$ cat src/rtl/sap_pkg.sv
// Shared types and constants for the SAP-style bus sequencer: opcodes, one-hot T-states
// and the 12-bit control word.
package sap_pkg;

  typedef enum logic [3:0] {
    OP_LDA = 4'b0000,
    OP_ADD = 4'b0001,
    OP_SUB = 4'b0010,
    OP_OUT = 4'b1110,
    OP_HLT = 4'b1111
  } opcode_e;

  localparam int unsigned T_COUNT = 6;

  localparam logic [T_COUNT-1:0] T1 = 6'b000001;
  localparam logic [T_COUNT-1:0] T2 = 6'b000010;
  localparam logic [T_COUNT-1:0] T3 = 6'b000100;
  localparam logic [T_COUNT-1:0] T4 = 6'b001000;
  localparam logic [T_COUNT-1:0] T5 = 6'b010000;
  localparam logic [T_COUNT-1:0] T6 = 6'b100000;

  typedef struct packed {
    logic pc_inc;
    logic pc_oe;
    logic mar_load;
    logic ram_oe;
    logic ir_load;
    logic ir_oe;
    logic acc_load;
    logic acc_oe;
    logic breg_load;
    logic alu_sub;
    logic alu_oe;
    logic out_load;
  } ctrl_word_t;

  localparam ctrl_word_t CTRL_NOP = '0;

endpackage

$ cat src/rtl/sap_ring_counter.sv
// One-hot ring counter with asynchronous active-low reset to bit 0 and a rotate enable.
module sap_ring_counter #(
  parameter int N = 6
) (
  input  logic         i_clk,
  input  logic         i_rst_n,
  input  logic         i_en,
  output logic [N-1:0] o_q
);

  logic [N-1:0] r_q;

  always_ff @(posedge i_clk or negedge i_rst_n) begin
    if (!i_rst_n) begin
      r_q <= N'(1);
    end else if (i_en) begin
      r_q <= {r_q[N-2:0], r_q[N-1]};
    end
  end

  assign o_q = r_q;

endmodule

$ cat src/rtl/sap_sequencer.sv
// Fetch/execute sequencer: T1..T6 ring plus opcode decode into bus-driver/load controls.
// Optional single-step input enabled by defining SAP_SEQ_SINGLE_STEP_EN.
module sap_sequencer
  import sap_pkg::*;
#(
  parameter int OPC_W = 4,
  parameter int NUM_T = 6
) (
  input  logic             CLK,
  input  logic             RESET,
`ifdef SAP_SEQ_SINGLE_STEP_EN
  input  logic             step,
`endif
  input  logic             run,
  input  logic [OPC_W-1:0] ir_opcode,
  output logic             pc_inc,
  output logic             pc_oe,
  output logic             mar_load,
  output logic             ram_oe,
  output logic             ir_load,
  output logic             ir_oe,
  output logic             acc_load,
  output logic             acc_oe,
  output logic             breg_load,
  output logic             alu_sub,
  output logic             alu_oe,
  output logic             out_load,
  output logic [NUM_T-1:0] tstate,
  output logic             halted
);

  logic             r_halted;
  logic             w_adv;
  logic [NUM_T-1:0] w_tstate;
  opcode_e          w_op;
  ctrl_word_t       w_dec;
  ctrl_word_t       w_ctrl;

`ifdef SAP_SEQ_SINGLE_STEP_EN
  logic r_step_d;
  logic w_step_pulse;

  always_ff @(posedge CLK or negedge RESET) begin
    if (!RESET) begin
      r_step_d <= 1'b0;
    end else begin
      r_step_d <= step;
    end
  end

  // High only in the first cycle after step rises, so a held button yields one advance
  assign w_step_pulse = step & ~r_step_d;
  assign w_adv        = (run | w_step_pulse) & ~r_halted & RESET;
`else
  assign w_adv = run & ~r_halted & RESET;
`endif

  sap_ring_counter #(
    .N (NUM_T)
  ) u_ring (
    .i_clk   (CLK),
    .i_rst_n (RESET),
    .i_en    (w_adv),
    .o_q     (w_tstate)
  );

  assign w_op = opcode_e'(ir_opcode);

  always_ff @(posedge CLK or negedge RESET) begin
    if (!RESET) begin
      r_halted <= 1'b0;
    end else if (w_adv && (w_tstate == T4) && (w_op == OP_HLT)) begin
      r_halted <= 1'b1;
    end
  end

  // Opcode only matters from T4 on; fetch states decode identically for every instruction
  always_comb begin
    w_dec = CTRL_NOP;
    case (w_tstate)
      T1: begin
        w_dec.pc_oe    = 1'b1;
        w_dec.mar_load = 1'b1;
      end
      T2: w_dec.pc_inc = 1'b1;
      T3: begin
        w_dec.ram_oe  = 1'b1;
        w_dec.ir_load = 1'b1;
      end
      T4: begin
        case (w_op)
          OP_LDA, OP_ADD, OP_SUB: begin
            w_dec.ir_oe    = 1'b1;
            w_dec.mar_load = 1'b1;
          end
          OP_OUT: begin
            w_dec.acc_oe   = 1'b1;
            w_dec.out_load = 1'b1;
          end
          default: w_dec = CTRL_NOP;
        endcase
      end
      T5: begin
        case (w_op)
          OP_LDA: begin
            w_dec.ram_oe   = 1'b1;
            w_dec.acc_load = 1'b1;
          end
          OP_ADD, OP_SUB: begin
            w_dec.ram_oe    = 1'b1;
            w_dec.breg_load = 1'b1;
            w_dec.alu_sub   = (w_op == OP_SUB);
          end
          default: w_dec = CTRL_NOP;
        endcase
      end
      T6: begin
        case (w_op)
          OP_ADD, OP_SUB: begin
            w_dec.alu_oe   = 1'b1;
            w_dec.acc_load = 1'b1;
            w_dec.alu_sub  = (w_op == OP_SUB);
          end
          default: w_dec = CTRL_NOP;
        endcase
      end
      default: w_dec = CTRL_NOP;
    endcase
  end

  // Frozen cycles must not repeat a load or increment, so gate the whole word
  assign w_ctrl = w_adv ? w_dec : CTRL_NOP;

  assign pc_inc    = w_ctrl.pc_inc;
  assign pc_oe     = w_ctrl.pc_oe;
  assign mar_load  = w_ctrl.mar_load;
  assign ram_oe    = w_ctrl.ram_oe;
  assign ir_load   = w_ctrl.ir_load;
  assign ir_oe     = w_ctrl.ir_oe;
  assign acc_load  = w_ctrl.acc_load;
  assign acc_oe    = w_ctrl.acc_oe;
  assign breg_load = w_ctrl.breg_load;
  assign alu_sub   = w_ctrl.alu_sub;
  assign alu_oe    = w_ctrl.alu_oe;
  assign out_load  = w_ctrl.out_load;
  assign tstate    = w_tstate;
  assign halted    = r_halted;

endmodule
$ cat config.mk
export PLATFORM = sky130hd
export DESIGN_NAME = sap_sequencer
export DESIGN_NICKNAME = d
export VERILOG_FILES = /design/src/rtl/sap_pkg.sv /design/src/rtl/sap_ring_counter.sv /design/src/rtl/sap_sequencer.sv
export SDC_FILE = /design/constraint.sdc
export NUM_CORES = 1
export LEC_CHECK = 0
export ABC_AREA = 1
export BUFFER_PORTS_ARGS = -buffer_cell sky130_fd_sc_hd__clkbuf_2
export CAP_MARGIN = 10
export CORE_AREA = 2 2 40 42
export DETAILED_ROUTE_END_ITERATION = 10
export DIE_AREA = 0 0 42 44
export GPL_TIMING_DRIVEN = 0
export PLACE_DENSITY_LB_ADDON = 0.12
export SLEW_MARGIN = 15
export SYNTH_ARGS = -nofsm -noshare
export SYNTH_HDL_FRONTEND = slang
export SYNTH_HIERARCHICAL = 1
export SYNTH_SLANG_ARGS = --single-unit
$ cat constraint.sdc
create_clock -name CLK -period 1.5 [get_ports CLK]
set_input_delay 0.3 -clock CLK [delete_from_list [all_inputs] [get_ports CLK]]
set_output_delay 0.3 -clock CLK [all_outputs]
set_load 0.05 [all_outputs]
==> results.sh <==
export IMPL_cts_clk_slew_worst_paths_ns=0.05
export IMPL_seq_power_share_pct=49.3
export IMPL_path_max_fanout=4
export IMPL_grt_pass1_wl_um=2780
export IMPL_arrival_ns=1.52
export IMPL_synth_avg_cell_area_um2=6.79
export IMPL_peakVddDrop_uv=513
export IMPL_multiInputGateArea_um2=487
export IMPL_syn2layout_area_growth_pct=103
export IMPL_postRouteAntennaNets=0
export IMPL_ios=26
export IMPL_place_port_buffers=25
export IMPL_setup_violations=12
export IMPL_grt_pass1_vias=682
export IMPL_htreeDepth=1
export IMPL_seqCellArea_um2=188
export IMPL_slew_limit_headroom_pct=76.6
export IMPL_yosysSeqAreaShare_pct=30.6
export IMPL_maxCapViolations=0
export IMPL_end_kind="primary output"
export IMPL_grt_max_degree=8
export IMPL_wirelength_um=1830
export IMPL_remaining_drc_errors=0
export IMPL_place_inst=126
export IMPL_cts_tree="built"
export IMPL_fin_cells=142
export IMPL_netSwitchingPower_w=0.0000823
export IMPL_diodes=0
export IMPL_syn_inst=85
export IMPL_top_usage_layer="met2"
export IMPL_insertion_delay_ns=0.24
export IMPL_crit_path_start_kind="register"
export IMPL_overflow=0
export IMPL_critical_path_most_common_cell="nor2_4"
export IMPL_grtUsageTotal_pct=19.9
export IMPL_use_met3_pct=3.33
export IMPL_synth_top_area_cell="dfrtp_1"
export IMPL_routed_wire_length_per_instance_um=12.9
export IMPL_cts_sinks=7
export IMPL_final_layout_size_suffix_gt1_share_pct=65.9
export IMPL_violations="negative setup slack"
export IMPL_slew_viol_final=0
export IMPL_synth_cell_types=17
export IMPL_start_util_pct=40.7
export IMPL_rsz0062_at_grt="yes"
export IMPL_antenna_found_initial=0
export IMPL_p_int_w=0.000302
export IMPL_p_comb_share_pct=9.3
export IMPL_cts_made_buffers=3
export IMPL_fin_crit_ns=1.82
export IMPL_power_density_nw_per_um2=328
export IMPL_rows=14
export IMPL_grt_util_met2_pct=37.5
export IMPL_critPathSlowestCell="dfstp_4"
export IMPL_crit_required_ns=1.20
export IMPL_detailedPlacementHpwl_um=1010
export IMPL_syn_num_nets=92
export IMPL_clock_skew_ns=0.00295
export IMPL_status="finished with violations"
export IMPL_pwr_share_clk_pct=41.4
export IMPL_use_met1_pct=21.7
export IMPL_final_hold_viol_count=0
export IMPL_tightest_slew_ns=0.349
export IMPL_fin_ws_ns=-0.324
export IMPL_yosys_warnings=6
export IMPL_finalCritPeriodShare_pct=122
export IMPL_core_um2=1420
export IMPL_drtPass1Iterations=4
export IMPL_min_path_type="input pin to asynchronous set/reset pin"
export IMPL_fin_nets=134
export IMPL_vias=712
export IMPL_die_area_um2=1850
export IMPL_fmax_mhz=548
export IMPL_ys_ff_latch=7
export IMPL_p_sw_share_pct=21.4
export IMPL_drtIter0Drc=9
export IMPL_gp_congestion=0.726
export IMPL_cp_cell_sequence="nor2_4, nand2_4, nor2_4, nand2_4, nor2_4, buf_8"
export IMPL_vias_per_cell=5.01
export IMPL_root_buffer="clkbuf_4"
export IMPL_hold_slack_ns=0.0693
export IMPL_max_stage_delay_ns=0.48
export IMPL_p_leak_nw=0.537
export IMPL_netlist_area_leader_share_pct=26.0
export IMPL_die_h_um=44
export IMPL_worstSetupPathType="register to primary output"
export IMPL_synth_area_um2=577
export IMPL_cts_path_max_buffers=2
export IMPL_die_w_um=42
export IMPL_n_fill_cell=88
export IMPL_synthTopCellsByArea="dfrtp_1 (26%), nand2_1 (19%), nor2_4 (9.8%)"
==> layout make-up <==
type	instances	share of cell area [%]
multi-input combinational	65	41.6
timing repair buffer	37	33.0
sequential	7	16.1
inverter	12	4.39
clock buffer	4	2.25
tap	16	1.71
buffer	1	0.964
==> cell usage in the layout (no fill, tap or decap), drive strengths merged <==
cell type,count
nor2,19
nand2,32
inv,11
buf,19
clkbuf,22
dfrtp,6
dfstp,1
dlygate4sd3,1
nor3,2
o21ai,2
nand4,4
nand3,6
clkinvlp,1
==> logic make-up after synthesis <==
logic type / after synthesis / share of synthesized area, %
flops: 7 / 30.6
buf+inv: 13 / 9.11
compound gates: 2 / 2.39
simple gates: 63 / 57.9
==> critical path, delay by kind of cell (launching register included) <==
family | cells | cell delay (ns)
buffers and inverters | 1 | 0.15
DFF | 1 | 0.48
and+or+nand+nor | 5 | 0.66
==> registers in the layout, indices dropped and copies added (netlist names) <==
register and cells:
u_ring/o_q 6, halted 1
==> routing by layer <==
layer / vias up / wire (um)
met5: - / 0
met4: 0 / 25
met3: 4 / 55
met2: 21 / 1050
met1: 335 / 692
li1: 352 / -
==> metrics by stage <==
step / cell area (um2) / util (%) / worst slack, ns / TNS [ns] / total power [W]
floorplan: 682 / - / -0.367 / -1.19 / 0.000204
global placement: 827 / 58.3 / -0.304 / -2.17 / 0.000223
detailed placement: 827 / 58.3 / -0.312 / -2.33 / 0.000224
CTS: 1090 / 76.9 / -0.287 / -2.86 / 0.000387
global route: 1170 / 82.4 / -0.385 / -3.97 / 0.000412
finish: 1170 / 82.4 / -0.324 / -3.24 / 0.000384
==> power by group through the flow <==
stage               sequential (W)  clock (W)  combinational, W
global route              0.000189   0.000184         0.0000396
finish                    0.000189   0.000159         0.0000358
CTS                       0.000189   0.000163         0.0000351
floorplan                 0.000192          0         0.0000124
global placement          0.000192          0         0.0000309
detailed placement        0.000192          0         0.0000316
==> Yosys cell counts <==
library cell / instances
nor2_4: 5
o21ai_2: 1
nor3_1: 2
inv_1: 10
nand3_2: 2
nand3_4: 1
nand2_2: 3
inv_2: 2
nand2_1: 29
nor2_1: 10
nand4_1: 4
dfrtp_1: 6
o21ai_1: 1
buf_4: 1
nand3_1: 3
dfstp_2: 1
nor2_2: 4
==> timing repair <==
item,in CTS,in global routing
resized for setup,37,12
setup endpoints to repair,12,12
hold buffers,1,0
endpoints found under the hold margin,6,0
pin swaps,7,5
setup buffers,5,6
==> final timing paths <==
check | startpoint | end | slack (ns) | depth (start not counted)
min | RESET | u_ring/o_q[0] | 0.07 | 1
max in group asynchronous | RESET | u_ring/o_q[1] | 0.71 | 2
max | u_ring/o_q[0] | breg_load | -0.32 | 6
max reg2reg | halted | u_ring/o_q[2] | 0.43 | 5
min in group CLK | ir_opcode[3] | halted | 0.50 | 5
min reg2reg | u_ring/o_q[4] | u_ring/o_q[5] | 0.57 | 2
Note: power is estimated with default switching activity, not from simulation.
